==> config.mk <==
export PLATFORM = sky130hd
export DESIGN_NAME = hazard_ctrl
export DESIGN_NICKNAME = d
export VERILOG_FILES = /design/src/rtl/pipe_pkg.sv /design/src/rtl/hazard_detect.sv /design/src/rtl/hazard_ctrl.sv
export SDC_FILE = /design/constraint.sdc
export NUM_CORES = 1
export LEC_CHECK = 0
export CORE_MARGIN = 2
export CORE_UTILIZATION = 41
export DETAILED_ROUTE_END_ITERATION = 8
export PLACE_DENSITY = 0.67
export SLEW_MARGIN = 20
export SYNTH_ARGS = -nofsm -noshare
export SYNTH_HDL_FRONTEND = slang
export SYNTH_SLANG_ARGS = --single-unit
export TNS_END_PERCENT = 5
==> constraint.sdc <==
create_clock -name clk -period 2.4 [get_ports clk]
set_input_delay 0.48 -clock clk [delete_from_list [all_inputs] [get_ports clk]]
set_output_delay 0.48 -clock clk [all_outputs]
set_load 0.02 [all_outputs]
==> src/rtl/pipe_pkg.sv <==
// rtl/pipe_pkg.sv - shared FSM encoding and stage-control bundle layout for the pipeline hazard controller
package pipe_pkg;

    localparam int REG_W = 5;

    typedef enum logic [1:0] {
        INIT     = 2'd0,
        RUN      = 2'd1,
        MEM_WAIT = 2'd2,
        HALT     = 2'd3
    } state_t;

    // Stage-control bundle bit positions, MSB first: {PC, IFID, IDEX, EXMEM, MEMWB}.
    // The PC has only an enable, so clear vectors stop at STG_IFID.
    localparam int STG_N     = 5;
    localparam int STG_PC    = 4;
    localparam int STG_IFID  = 3;
    localparam int STG_IDEX  = 2;
    localparam int STG_EXMEM = 1;
    localparam int STG_MEMWB = 0;

    typedef logic [STG_N-1:0] stage_en_t;
    typedef logic [STG_N-2:0] stage_clr_t;

endpackage

==> src/rtl/hazard_detect.sv <==
// rtl/hazard_detect.sv - combinational load-use comparator between the ID and EX stages
module hazard_detect
    import pipe_pkg::*;
#(
    parameter int REG_W = pipe_pkg::REG_W
) (
    input  logic [REG_W-1:0] ID_Rs,
    input  logic [REG_W-1:0] ID_Rt,
    input  logic             ID_UsesRt,
    input  logic [REG_W-1:0] EX_Rt,
    input  logic             EX_ReadMem,
    input  logic             EX_WriteReg,
    output logic             LoadUse
);

    logic ex_loads_reg;
    logic rs_hit;
    logic rt_hit;

    // $zero is never a real dependency, so a load targeting it never stalls.
    assign ex_loads_reg = EX_ReadMem && EX_WriteReg && (EX_Rt != '0);
    assign rs_hit       = (EX_Rt == ID_Rs);
    assign rt_hit       = ID_UsesRt && (EX_Rt == ID_Rt);
    assign LoadUse      = ex_loads_reg && (rs_hit || rt_hit);

endmodule

==> src/rtl/hazard_ctrl.sv <==
// rtl/hazard_ctrl.sv - pipeline stall/flush FSM with memory-wait timeout trap and saturating stall counter
module hazard_ctrl
    import pipe_pkg::*;
#(
    parameter int REG_W       = pipe_pkg::REG_W,
    parameter int MEM_TIMEOUT = 255,
    parameter int TO_W        = 8,
    parameter int CNT_W       = 16
) (
    input  logic             clk,
    input  logic             rst,
    input  logic [REG_W-1:0] ID_Rs,
    input  logic [REG_W-1:0] ID_Rt,
    input  logic             ID_UsesRt,
    input  logic [REG_W-1:0] EX_Rt,
    input  logic             EX_ReadMem,
    input  logic             EX_WriteReg,
    input  logic             MEM_Branch,
    input  logic             MEM_Zero,
    input  logic             MEM_Req,
    input  logic             MEM_Ready,
    output logic             PC_En,
    output logic             IFID_En,
    output logic             IFID_Clr,
    output logic             IDEX_En,
    output logic             IDEX_Clr,
    output logic             EXMEM_En,
    output logic             EXMEM_Clr,
    output logic             MEMWB_En,
    output logic             MEMWB_Clr,
    output logic             Trap,
    output logic [CNT_W-1:0] StallCnt
);

    localparam logic [TO_W-1:0] TO_LIM = TO_W'(MEM_TIMEOUT);
    localparam logic [TO_W-1:0] TO_ONE = TO_W'(1);

    state_t          state;
    state_t          next_state;
    logic [TO_W-1:0] to_cnt;
    logic [TO_W-1:0] next_to;
    logic            set_trap;
    logic            load_use;
    logic            mem_stall;
    logic            br_taken;
    logic            stall_evt;
    stage_en_t       en;
    stage_clr_t      clr;

    hazard_detect #(
        .REG_W (REG_W)
    ) u_detect (
        .ID_Rs       (ID_Rs),
        .ID_Rt       (ID_Rt),
        .ID_UsesRt   (ID_UsesRt),
        .EX_Rt       (EX_Rt),
        .EX_ReadMem  (EX_ReadMem),
        .EX_WriteReg (EX_WriteReg),
        .LoadUse     (load_use)
    );

    assign mem_stall = MEM_Req && !MEM_Ready;
    assign br_taken  = MEM_Branch && MEM_Zero;

    always_comb begin
        next_state = state;
        next_to    = to_cnt;
        set_trap   = 1'b0;
        en         = '0;
        clr        = '0;
        unique case (state)
            INIT: begin
                en          = '1;
                en[STG_PC]  = 1'b0;
                clr         = '1;
                next_state  = RUN;
            end
            RUN: begin
                if (mem_stall) begin
                    // Freeze everything upstream of MEM; MEM/WB takes a bubble.
                    en[STG_MEMWB]  = 1'b1;
                    clr[STG_MEMWB] = 1'b1;
                    next_to        = TO_ONE;
                    if (TO_ONE >= TO_LIM) begin
                        next_state = HALT;
                        set_trap   = 1'b1;
                    end else begin
                        next_state = MEM_WAIT;
                    end
                end else if (br_taken) begin
                    en              = '1;
                    clr[STG_IFID]   = 1'b1;
                    clr[STG_IDEX]   = 1'b1;
                    clr[STG_EXMEM]  = 1'b1;
                end else if (load_use) begin
                    en             = '1;
                    en[STG_PC]     = 1'b0;
                    en[STG_IFID]   = 1'b0;
                    clr[STG_IDEX]  = 1'b1;
                end else begin
                    en = '1;
                end
            end
            MEM_WAIT: begin
                if (MEM_Ready) begin
                    // Release cycle: branch/load-use are re-evaluated once back in RUN.
                    en         = '1;
                    next_state = RUN;
                end else begin
                    en[STG_MEMWB]  = 1'b1;
                    clr[STG_MEMWB] = 1'b1;
                    next_to        = to_cnt + TO_ONE;
                    if (next_to >= TO_LIM) begin
                        next_state = HALT;
                        set_trap   = 1'b1;
                    end
                end
            end
            HALT: begin
                en  = '0;
                clr = '0;
            end
            default: begin
                next_state = INIT;
            end
        endcase
        if (!rst) begin
            en  = '0;
            clr = '1;
        end
    end

    assign PC_En     = en[STG_PC];
    assign IFID_En   = en[STG_IFID];
    assign IDEX_En   = en[STG_IDEX];
    assign EXMEM_En  = en[STG_EXMEM];
    assign MEMWB_En  = en[STG_MEMWB];
    assign IFID_Clr  = clr[STG_IFID];
    assign IDEX_Clr  = clr[STG_IDEX];
    assign EXMEM_Clr = clr[STG_EXMEM];
    assign MEMWB_Clr = clr[STG_MEMWB];

    assign stall_evt = !en[STG_PC] && ((state == RUN) || (state == MEM_WAIT));

    always_ff @(posedge clk or negedge rst) begin
        if (!rst) begin
            state    <= INIT;
            to_cnt   <= '0;
            Trap     <= 1'b0;
            StallCnt <= '0;
        end else begin
            state  <= next_state;
            to_cnt <= next_to;
            if (set_trap) begin
                Trap <= 1'b1;
            end
            if (stall_evt && (StallCnt != '1)) begin
                StallCnt <= StallCnt + 1'b1;
            end
        end
    end

endmodule

; ---- Yosys cells after proc, flatten, opt, wreduce, memory -nomap -nowiden
; Index checks and enable logic that the tools add are counted.
; W data, S select, Z words.
[word_totals]
regBits = 27
elab_cells = 60
[classes]
add_sub_neg = 2
magnitude_cmp = 1
eq_ne = 9
mux = 26
reduce_logical = 18
[op_table]
columns = cell, n
row1 = $pmux W5 S4, 1
row2 = $add A16 B1 Y16 const B, 1
row3 = $mux W8, 2
row4 = $ne A16 B16 Y1 const B, 1
row5 = $pmux W8 S2, 1
row6 = $mux W5, 3
row7 = $mux W4, 3
row8 = $eq A5 B5 Y1, 2
row9 = $mux W1, 9
row10 = $add A8 B1 Y8 const B, 1
row11 = $ge A8 B8 Y1 const B, 1
row12 = $logic_and A1 B1 Y1, 8
row13 = $mux W2, 3
row14 = $pmux W2 S3, 1
row15 = $pmux W3 S2, 1
row16 = $reduce_and A3 Y1, 2
row17 = $reduce_bool A5 Y1, 1
row18 = $eq A2 B2 Y1 const B, 2
row19 = $ne A2 B2 Y1 const B, 2
row20 = $pmux W1 S4, 1
row21 = $mux W3, 1
row22 = $ne A3 B3 Y1 const B, 1
row23 = $reduce_bool A3 Y1, 1
row24 = $eq A2 B1 Y1 const B, 1
row25 = other kinds (4), 6

; ---- Logic depth before layout (Yosys ltp)
; Gate-level depths: netlist (run 1).
[logic_depth]
word_depth = 12
depth_mapped = 10

; ---- Modules after synthesis
; Synthesis (run 1) repeated with hierarchy kept, for this count alone.
[hier_totals]
hier_cells = 180
area_unflattened_um2 = 1726.7
[modules_own_cells]
columns = mod, n_inst, cells_per_inst, area_each_um2
row1 = hazard_ctrl, 1, 163, 1592.8
row2 = hazard_detect, 1, 17, 133.9

; ---- Worst setup path after synthesis (run 1)
; Ideal clock, no wire load.
[synth_timing]
kind = flip-flop to output port
start = register state[1]
end = output IDEX_Clr
t_arrival_ns = 1.866
required_time_ns = 1.920
setup_slack_ns = 0.054
stages_incl_launch_ff = 7
n_path_buf = 1
cell_sequence = dfrtp_1 -> inv_1 -> ha_1 -> clkbuf_1 -> o21ai_0 -> o21ai_0 -> a31o_2
[synth_between]
elab_chain_cells = 3
[synth_rtl]
columns = item, line_no
row1 = from (decl), hazard_ctrl.sv:38  ; state_t state;
row2 = from (signal assigned), hazard_ctrl.sv:152  ; state <= next_state;
row3 = $eq A2 B1 Y1 / $logic_not A2 Y1 (equally long branches), hazard_ctrl.sv:71  ; unique case (state)
row4 = $pmux W3 S2 (*), hazard_ctrl.sv:71
row5 = $mux W4 (*), hazard_ctrl.sv:127  ; if (!rst) begin
row6 = to (decl), hazard_ctrl.sv:26  ; output logic IDEX_Clr,
; Every way passes the cells marked *; elsewhere a longest branch is shown, timed or not.

; ---- Final worst setup path (run 1)
[layout_timing]
start = input MEM_Req
end = output IFID_Clr
[layout_between]
elab_chain_cells = 4
[layout_rtl]
columns = item, line_no
row1 = from (decl), hazard_ctrl.sv:20  ; input logic MEM_Req,
row2 = $logic_and A1 B1 Y1, hazard_ctrl.sv:62  ; assign mem_stall = MEM_Req && !MEM_Ready;
row3 = $mux W3, hazard_ctrl.sv:79  ; if (mem_stall) begin
row4 = $pmux W3 S2, hazard_ctrl.sv:71
row5 = $mux W4, hazard_ctrl.sv:127
row6 = to (decl), hazard_ctrl.sv:24  ; output logic IFID_Clr,
; No other way between the ends.

==> results of run 1 <==
-- power by group through the flow --
stage | logic (uW) | clock network [uW] | registers [uW]
2_1_floorplan | 707 | 0 | 943
3_3_place_gp | 1560 | 0 | 823
3_5_place_dp | 1580 | 0 | 822
4_1_cts | 1560 | 263 | 819
5_1_grt | 1710 | 287 | 855
6_report | 1560 | 253 | 822
-- routing by layer --
| layer | track usage | vias to the layer above | share of wire | wire (microns) |
|---|---|---|---|---|
| met3 | 0.0378 | 2 | 0.069 | 295 |
| met2 | 0.314 | 46 | 0.48 | 2060 |
| li1 | - | 804 | - | - |
| met4 | 0.0427 | 0 | 0.0033 | 14 |
| met1 | 0.227 | 699 | 0.45 | 1920 |
| met5 | 0 | - | 0 | 0 |
-- cell usage in the layout, fill, tap and decap left out, types with 3 or more instances in the layout --
cell             instances
clkdlybuf4s50_1         33
buf_4                   30
dfrtp_1                 27
xor2_1                  15
nand2_1                 14
nor3_1                  13
xnor2_1                 12
nand3_1                 10
inv_1                    8
ha_1                     8
dlymetal6s2s_1           8
o21ai_0                  6
nand4_1                  5
a22o_1                   5
o21ai_1                  4
a21oi_1                  4
nor2b_1                  4
nand2b_1                 3
and3_1                   3
nor2_1                   3
nor4_1                   3
a21o_1                   3
clkbuf_8                 3
-- logic make-up after synthesis --
logic type	count (synthesis)	share of synthesized area
simple gates	68	0.215
compound gates	34	0.143
xor+xnor	27	0.134
flops	27	0.382
buf+inv	15	0.0389
fa+ha+maj	9	0.0637
mux	4	0.0240
-- worst paths after layout --
kind	from	to	slack, ns
max	MEM_Req	IFID_Clr	0.06
min	Trap	Trap	0.47
max reg2reg	StallCnt[0]	StallCnt[15]	0.31
min reg2reg	Trap	Trap	0.47
max in group asynchronous	rst	StallCnt[14]	1.34
min in group asynchronous	rst	to_cnt[4]	0.81
-- cell usage after synthesis (5+ instances only) --
cell     count
a22o_1       5
xor2_1      15
dfrtp_1     27
xnor2_1     12
nand3_1     10
nand2_1     14
inv_1        8
nor3_1      13
o21ai_0      8
ha_1         9
nand4_1      5
-- state kept, by name (all words and copies together) (netlist names) --
name and flops:
state 2, Trap 1, StallCnt 16, to_cnt 8
-- per-stage QoR --
step | instance area (sq um) | utilization | hold slack (ns) | setup slack [ns]
global route | 2560 | 0.627 | 0.521 | -0.0744
global placement | 2490 | 0.608 | 0.446 | -0.584
finish | 2560 | 0.627 | 0.468 | 0.0560
detailed placement | 2490 | 0.608 | 0.454 | -0.613
floorplan | 1770 | - | 0.184 | 0.0541
CTS | 2530 | 0.619 | 0.475 | -0.119
-- repair_timing --
action / CTS / global route
endpoints found under the setup margin: 9 / 11
pin swaps: 1 / 4
buffers inserted: 0 / 1
resized for setup: 21 / 18
-- layout make-up --
cell class                 instances  area [sq um]
fill                             368          1530
inverter                           8          30.0
tap                               50          62.6
clock buffer                       4          45.0
multi-input combinational        142          1040
sequential                        27           676
timing repair buffer              77           704
-- critical path, cell delays in order --
cell             delay (ns)
clkdlybuf4s50_1        0.49
inv_1                  0.08
o21ai_0                0.24
o21ai_1                0.11
buf_4                  0.15
dlygate4sd2_1          0.31
==> flow_summary.ini, run 1 <==
[outcome]
status = finished clean

[floorplanning]
io-pin-count = 50
start_util = 0.433
fp.coreArea_sq_um = 4090
die_area_sq_um = 4860
die_x_microns = 69.7
fp-row-count = 23
dieHeight_microns = 69.7

[timing]
period_minus_slack_ns = 2.34
setup-tns-final_ns = 0
worst_pin_slew_ns = 0.455
finalCritPeriodShare = 0.977
rsz0062_at_grt = true
max_freq_ghz = 0.427
fin_skew_ns = 0.00550
max-slew-margin-rel = 0.695
hold_violations = 0
finalSetupViolCount = 0
finalMaxSlewViolations = 0

[run]
drv_cap = 0

[grt]
grt.overflow.total = 0
grt_pass1_wl_mm = 7.22
grt_pass1_vias = 1589
grt_max_degree = 28
antenna_found_initial = 0
track_usage = 0.180

[yosys]
synth_top_area_cell = dfrtp_1
synth_cell_types = 41
ys_warn_count = 0
synthFlopType = dfrtp_1
avgSynthCellArea_sq_um = 9.62
yosysSeqAreaShare = 0.382
ys_ff_latch = 27
syn_nets = 217
synth_edf_count = 0
synth_top_cell_area_share = 0.382
yosys-top-cells-area = dfrtp_1, xor2_1, ha_1
synthCells = 184
netlist_area_sq_um = 1770
async_flop_share = 1.00

[layout]
drive_above_1_share = 0.190
syn_to_final_growth_pct = 44.8
n_antenna_cell = 0
final_nets = 292
final_cell_count_no_fill = 308

[drt]
drt_iter0_markers = 54
firstDrtPassIters = 4
drt_wl_total_mm = 4.29
antenna_violating_nets_post_route = 0
wl_per_cell_microns = 13.9
vias_per_cell = 5.04
num_vias = 1551
drc = 0

[power_and_ir_drop]
seqPwrFrac = 0.312
p_int_uw = 1500
total_power_uw = 2630
ir_drop_v = 0.000653
p_leak_uw = 0.00118
power_switching_uw = 1130
pwr-share-comb = 0.592
p_per_area_nw_per_um2 = 1030
switching_share = 0.430
clkPwrFrac = 0.096

[clock_network]
clock_latency_ns = 0.27
clkTransAtPathRegs_ns = 0.09
cts_max_level = 1
cts_tree = yes
holdBufCountCts = 0
clockRootBuffer = clkbuf_8
cts_buffer_depth = 2
cts.sink_count = 27
cts_made_buffers = 3

[setup_path]
crit_path_start_kind = primary input
critPathKind = primary input to output port
rr_worst_depth = 8
arrival_ns = 1.86
cp_data_required_time_ns = 1.92
critPathMaxFanout = 3
crit_path_end_kind = output port

[placement]
place_inst = 303
gp_congestion = 0.771
hpwl_mm = 3.28
io_buffers = 49

[min_path]
hold_class = flop to flop
hold_depth = 1
Note: power is estimated with default switching activity, not from simulation.
==> run 2: changes to the inputs <==
--- a/config.mk
+++ b/config.mk
@@ -5,10 +5,10 @@
 export SDC_FILE = /design/constraint.sdc
 export NUM_CORES = 1
 export LEC_CHECK = 0
-export CORE_MARGIN = 2
+export ABC_AREA = 1
 export CORE_UTILIZATION = 41
 export DETAILED_ROUTE_END_ITERATION = 8
-export PLACE_DENSITY = 0.67
+export PLACE_DENSITY = 0.65
 export SLEW_MARGIN = 20
 export SYNTH_ARGS = -nofsm -noshare
 export SYNTH_HDL_FRONTEND = slang
==> run 2 against run 1 <==
Effect of this change:
- worst setup slack better by 0.027 ns
- fmax up 1.2%
- highest routed layer unchanged
- clock skew increased by 0.0043 ns
- critical endpoint is now IFID_En
- synthesized cell count increased by 57%
- wire length grew 12%
- die area rose by 7.1%
- global-route usage up 1.9 points
- total power is 23% lower
- largest power group unchanged
- clock-buffer cell count down 1
==> flow_summary.ini, run 2 <==
[timing]
finalSetupViolCount = 0
max_freq_ghz = 0.432
worst_pin_slew_ns = 0.408
period_minus_slack_ns = 2.32
fin_skew_ns = 0.00978
setup-tns-final_ns = 0
finalCritPeriodShare = 0.965
finalMaxSlewViolations = 0
setup_ws_ns = 0.0832
max-slew-margin-rel = 0.726
hold_violations = 0
rsz0062_at_grt = true

[floorplanning]
start_util = 0.427
fp-row-count = 25
io-pin-count = 50
die_area_sq_um = 5200
die_x_microns = 72.1
fp.coreArea_sq_um = 4720
dieHeight_microns = 72.1

[layout]
drive_above_1_share = 0.141
syn_to_final_growth_pct = 34.0
n_antenna_cell = 0
multi_input_area_sq_um = 1160
regArea_sq_um = 676
mostFrequentLayoutCell = nand2_1
most-common-layout-cells = nand2_1, clkdlybuf4s50_1, inv_1, dfrtp_1, nor2_1
n_fill_cell = 461
final_cell_count_no_fill = 415
largest_register_ffs = 16
top_regs = StallCnt (16), to_cnt (8), state (2)
final_nets = 382
top_register = StallCnt

[clock_network]
cts_tree = yes
cts_setup_buffers = 0
cts_made_buffers = 3
holdBufCountCts = 0
clkTransAtPathRegs_ns = 0.10
cts_buffer_depth = 2
cts.sink_count = 27
cts_max_level = 1
clockRootBuffer = clkbuf_8
clock_latency_ns = 0.28

[placement]
pre_cts_ws_ns = -0.399
place_inst = 411
gp_congestion = 0.812
hpwl_mm = 3.68
io_buffers = 49

[yosys]
synth_cell_types = 32
synth_top_cell_area_share = 0.335
synth_edf_count = 0
yosysSeqAreaShare = 0.335
yosys-top-cells-area = dfrtp_1, nand2_1, nand4_1
syn_nets = 321
ys_ff_latch = 27
synth_common_cells = nand2_1, inv_1, dfrtp_1
netlist_area_sq_um = 2020
synth_most_common_cell = nand2_1
async_flop_share = 1.00
synthCells = 288
ys_warn_count = 0
avgSynthCellArea_sq_um = 7.00
synthFlopType = dfrtp_1
synth_top_area_cell = dfrtp_1

[setup_path]
cp_data_required_time_ns = 1.92
arrival_ns = 1.84
critPathKind = primary input to output port
crit_path_start_kind = primary input
crit_path_end_kind = output port
critPathMaxFanout = 2

[drt]
vias_per_cell = 4.76
num_vias = 1974
firstDrtPassIters = 5
drt_wl_total_mm = 4.81
drc = 0
wl_per_cell_microns = 11.6
antenna_violating_nets_post_route = 0
drt_iter0_markers = 62

[power_and_ir_drop]
p_per_area_nw_per_um2 = 755
total_power_uw = 2040
p_leak_uw = 0.00142
ir_drop_v = 0.000576

[outcome]
status = finished clean

[run]
drv_cap = 0

[grt]
grt_pass1_wl_mm = 8.36
track_usage = 0.199
grt.overflow.total = 0
grt_max_degree = 29
grt_pass1_vias = 1882
antenna_found_initial = 0

[min_path]
hold_class = flop to flop
==> run 2: changes by cell type after synthesis, moves of 4 or more <==
cell     before  now
nor3_1       13    3
nand2_1      14   98
a22o_1        5    0
nand4_1       5   21
inv_1         8   28
nor2_1        3   24
nand3_1      10   14
nor2b_1       4    0
inv_2         0   12
xnor2_1      12    5
==> run 2: critical path: stages <==
cell             delay [ns]
clkdlybuf4s50_1        0.49
inv_1                  0.05
nand2_1                0.05
nand2_1                0.05
nor2_1                 0.09
nand3_1                0.10
nand2_2                0.09
nand3_2                0.09
a21oi_1                0.16
nor2_1                 0.05
buf_2                  0.15
==> run 2: kinds of logic (layout without fill, tap and decap cells) <==
group / Yosys count / count (layout) / share of synthesized area
flip-flops: 27 / 27 / 0.335
buffers and inverters: 49 / 109 / 0.101
AND/OR/NAND/NOR: 168 / 168 / 0.380
AO/OA/AOI/OAI: 18 / 18 / 0.0546
XOR/XNOR: 17 / 17 / 0.0739
adder cells (fa/ha/maj): 9 / 9 / 0.0559
==> run 2: stage by stage <==
| step | hold WS [ns] | utilization | cell area, sq um |
|---|---|---|---|
| after CTS | 0.497 | 0.571 | 2700 |
| after global placement | 0.464 | 0.562 | 2650 |
| after floorplan | 0.184 | - | 2020 |
| after global routing | 0.545 | 0.572 | 2700 |
| after detailed placement | 0.470 | 0.562 | 2650 |
| final | 0.489 | 0.572 | 2700 |
==> run 2: cell type report <==
| cell class | instances | share of cell area |
|---|---|---|
| clock buffers | 3 | 0.0153 |
| clock inverters | 1 | 0.00278 |
| inverters | 41 | 0.0570 |
| multi-input cells | 212 | 0.429 |
| flip-flops and latches | 27 | 0.250 |
| well taps | 67 | 0.0310 |
| repair buffers | 64 | 0.215 |
==> run 2: where the power goes <==
part,switching (uW),internal [uW]
clock,150,118
sequential,85.2,533
combinational,693,459
total,928,1110
==> run 2: final timing paths <==
| check | start | end | slack [ns] | cells past startpoint |
|---|---|---|---|---|
| setup / recovery | ID_Rt[4] | IFID_En | 0.08 | 11 |
| setup reg to reg | StallCnt[1] | StallCnt[2] | 0.48 | 9 |
| hold reg to reg | Trap | Trap | 0.49 | 1 |
| hold / removal | Trap | Trap | 0.49 | 1 |
| min in group asynchronous | rst | to_cnt[6] | 0.61 | 2 |
| max in group asynchronous | rst | StallCnt[2] | 1.51 | 2 |
==> run 2: routing by layer <==
metal  global-route usage  vias to the layer above  part of all wire
met5                    0                        -                 0
li1                     -                     1042                 -
met1                0.266                      897              0.47
met3               0.0236                        2             0.043
met2                0.345                       33              0.48
met4               0.0458                        0            0.0056
==> run 2: timing repair <==
action | CTS | global route
resized for setup | 19 | 18
pin swaps | 0 | 1
setup endpoints to repair | 8 | 8
==> run 3: changes to the inputs <==
--- a/config.mk
+++ b/config.mk
@@ -6,9 +6,11 @@
 export NUM_CORES = 1
 export LEC_CHECK = 0
 export ABC_AREA = 1
-export CORE_UTILIZATION = 41
+export ABC_CLOCK_PERIOD_IN_PS = 2400
+export CORE_UTILIZATION = 50
 export DETAILED_ROUTE_END_ITERATION = 8
-export PLACE_DENSITY = 0.65
+export HOLD_SLACK_MARGIN = 0.12
+export PLACE_DENSITY = 0.78
 export SLEW_MARGIN = 20
 export SYNTH_ARGS = -nofsm -noshare
 export SYNTH_HDL_FRONTEND = slang
==> run 3 against run 2 <==
Effect of this change:
- worst hold slack lost 0.0024 ns
- via count grew 3.3%
- die area shrank 18%
- first-iteration DRC count grew 130%
- non-clock buffer count grew 1
- wire length shrank 3.8%
- global-route usage grew 3.8 points
==> flow_summary.ini, run 3 (same netlist as run 2, synthesis figures left out) <==
[layout]
drive_above_1_share = 0.146
n_antenna_cell = 0
mostFrequentLayoutCell = nand2_1
final_cell_count_no_fill = 397
largest_register_ffs = 16
top_register = StallCnt
most-common-layout-cells = nand2_1, clkdlybuf4s50_1, inv_1, dfrtp_1, nor2_1
syn_to_final_growth_pct = 33.1
final_nets = 383
top_regs = StallCnt (16), to_cnt (8), state (2)
postLayoutCoreUtil = 0.712

[timing]
worst_pin_slew_ns = 0.411
finalCritPeriodShare = 0.985
rsz0062_at_grt = true
hold_violations = 0
period_minus_slack_ns = 2.36
setup_ws_ns = 0.0369
fin_skew_ns = 0.00541
finalSetupViolCount = 0
finalMaxSlewViolations = 0
hold_ws_ns = 0.487
max_freq_ghz = 0.423
max-slew-margin-rel = 0.724

[floorplanning]
die_x_microns = 65.5
dieHeight_microns = 65.5
die_area_sq_um = 4290
fp.coreArea_sq_um = 3770
io-pin-count = 50
start_util = 0.535
fp-row-count = 22

[run]
drv_cap = 0

[setup_path]
worstPathCellList = clkdlybuf4s50_1, inv_1, nand2_1, nand2_1, nor2_1, nand3_1, nand2_2, nand3_2, a21oi_1, nor2_1, buf_2
arrival_ns = 1.88
crit_buf_inv = 3
crit_path_top_delay_cell = clkdlybuf4s50_1
max_stage_delay_ns = 0.50
critPathKind = primary input to output port
critPathMaxFanout = 3
crit_path_start_kind = primary input
cp_data_required_time_ns = 1.92
crit_path_end_kind = output port
cp_top_family = buffers and inverters

[drt]
antenna_violating_nets_post_route = 0
drt_wl_total_mm = 4.63
num_vias = 2039
drc = 0
wl_per_cell_microns = 11.7
vias_per_cell = 5.14
drt_iter0_markers = 145
firstDrtPassIters = 4

[power_and_ir_drop]
total_power_uw = 2050
p_leak_uw = 0.00141
power_switching_uw = 926
clkPwrFrac = 0.123
p_int_uw = 1120
p_per_area_nw_per_um2 = 763
pwr-share-comb = 0.573
ir_drop_v = 0.000570
seqPwrFrac = 0.305
switching_share = 0.452

[clock_network]
cts_made_buffers = 3
cts_buffer_depth = 2
holdBufCountCts = 0
cts_max_level = 1
clockRootBuffer = clkbuf_8
clkTransAtPathRegs_ns = 0.09
cts_tree = yes
clock_latency_ns = 0.27
cts_setup_buffers = 0
cts.sink_count = 27

[grt]
track_usage = 0.237
antenna_found_initial = 0
grt_pass1_wl_mm = 7.91
grt_max_degree = 29
grt_pass1_vias = 1870
grt.overflow.total = 0

[placement]
io_buffers = 49
hpwl_mm = 3.61
gp_congestion = 0.844
place_inst = 393
pre_cts_ws_ns = -0.436

[min_path]
hold_class = flop to flop

[outcome]
status = finished clean
## run 3: changes by cell type in the layout (fill, tap and decap cells not counted), moves of 2 or more
cell,previous run,this run
clkdlybuf4s50_1,34,37
clkbuf_2,4,2
dlymetal6s2s_1,4,2
buf_2,2,4
## run 3: final cells by class
cell class,instances,area (sq um)
clock inverters,1,5.00
multi-input cells,212,1160
fillers,319,1090
clock buffers,3,41.3
inverters,41,154
well taps,48,60.1
repair buffers,65,587
flip-flops and latches,27,676
## run 3: worst reg2reg max path, delay by kind of cell, from the launching register on
kind | cells | cell delay, ns
flip-flops | 1 | 0.44
AND/OR/NAND/NOR | 7 | 1.16
buffers and inverters | 1 | 0.09
adder cells (fa/ha/maj) | 1 | 0.25
## run 3: worst paths after layout
check                                 start            to  slack (ns)  depth (start not counted)
worst min-delay path                   Trap          Trap        0.49                          1
worst min register to register         Trap          Trap        0.49                          1
worst max register to register  StallCnt[0]  StallCnt[12]        0.39                          9
min in group asynchronous               rst  StallCnt[14]        0.63                          2
max in group asynchronous               rst   StallCnt[1]        1.57                          2
worst max-delay path               EX_Rt[2]       IFID_En        0.04                         11
## run 3: through the flow
step / instance area (sq um) / TNS [ns]
after floorplan: 2020 / 0
after global placement: 2640 / -2.39
after detailed placement: 2640 / -2.95
after CTS: 2690 / -0.0336
after global routing: 2680 / -0.0933
final: 2680 / 0
## run 3: timing repair
action,CTS,global route
endpoints found under the setup margin,8,8
endpoints found under the hold margin,0,0
resized for setup,26,12
pin swaps,0,2
## run 3: metal layers
metal	vias to the layer above	track usage	share of wire
li1	1050	-	-
met1	947	0.297	0.46
met2	40	0.423	0.50
met3	2	0.0330	0.031
met4	0	0.0598	0.0067
met5	-	0	0
## run 3: power by group through the flow
stage | clock network (uW) | logic, uW | registers, uW
finish | 251 | 1170 | 624
global route | 281 | 1290 | 636
CTS | 259 | 1180 | 622
detailed placement | 0 | 1190 | 629
global placement | 0 | 1170 | 626
floorplan | 0 | 682 | 672
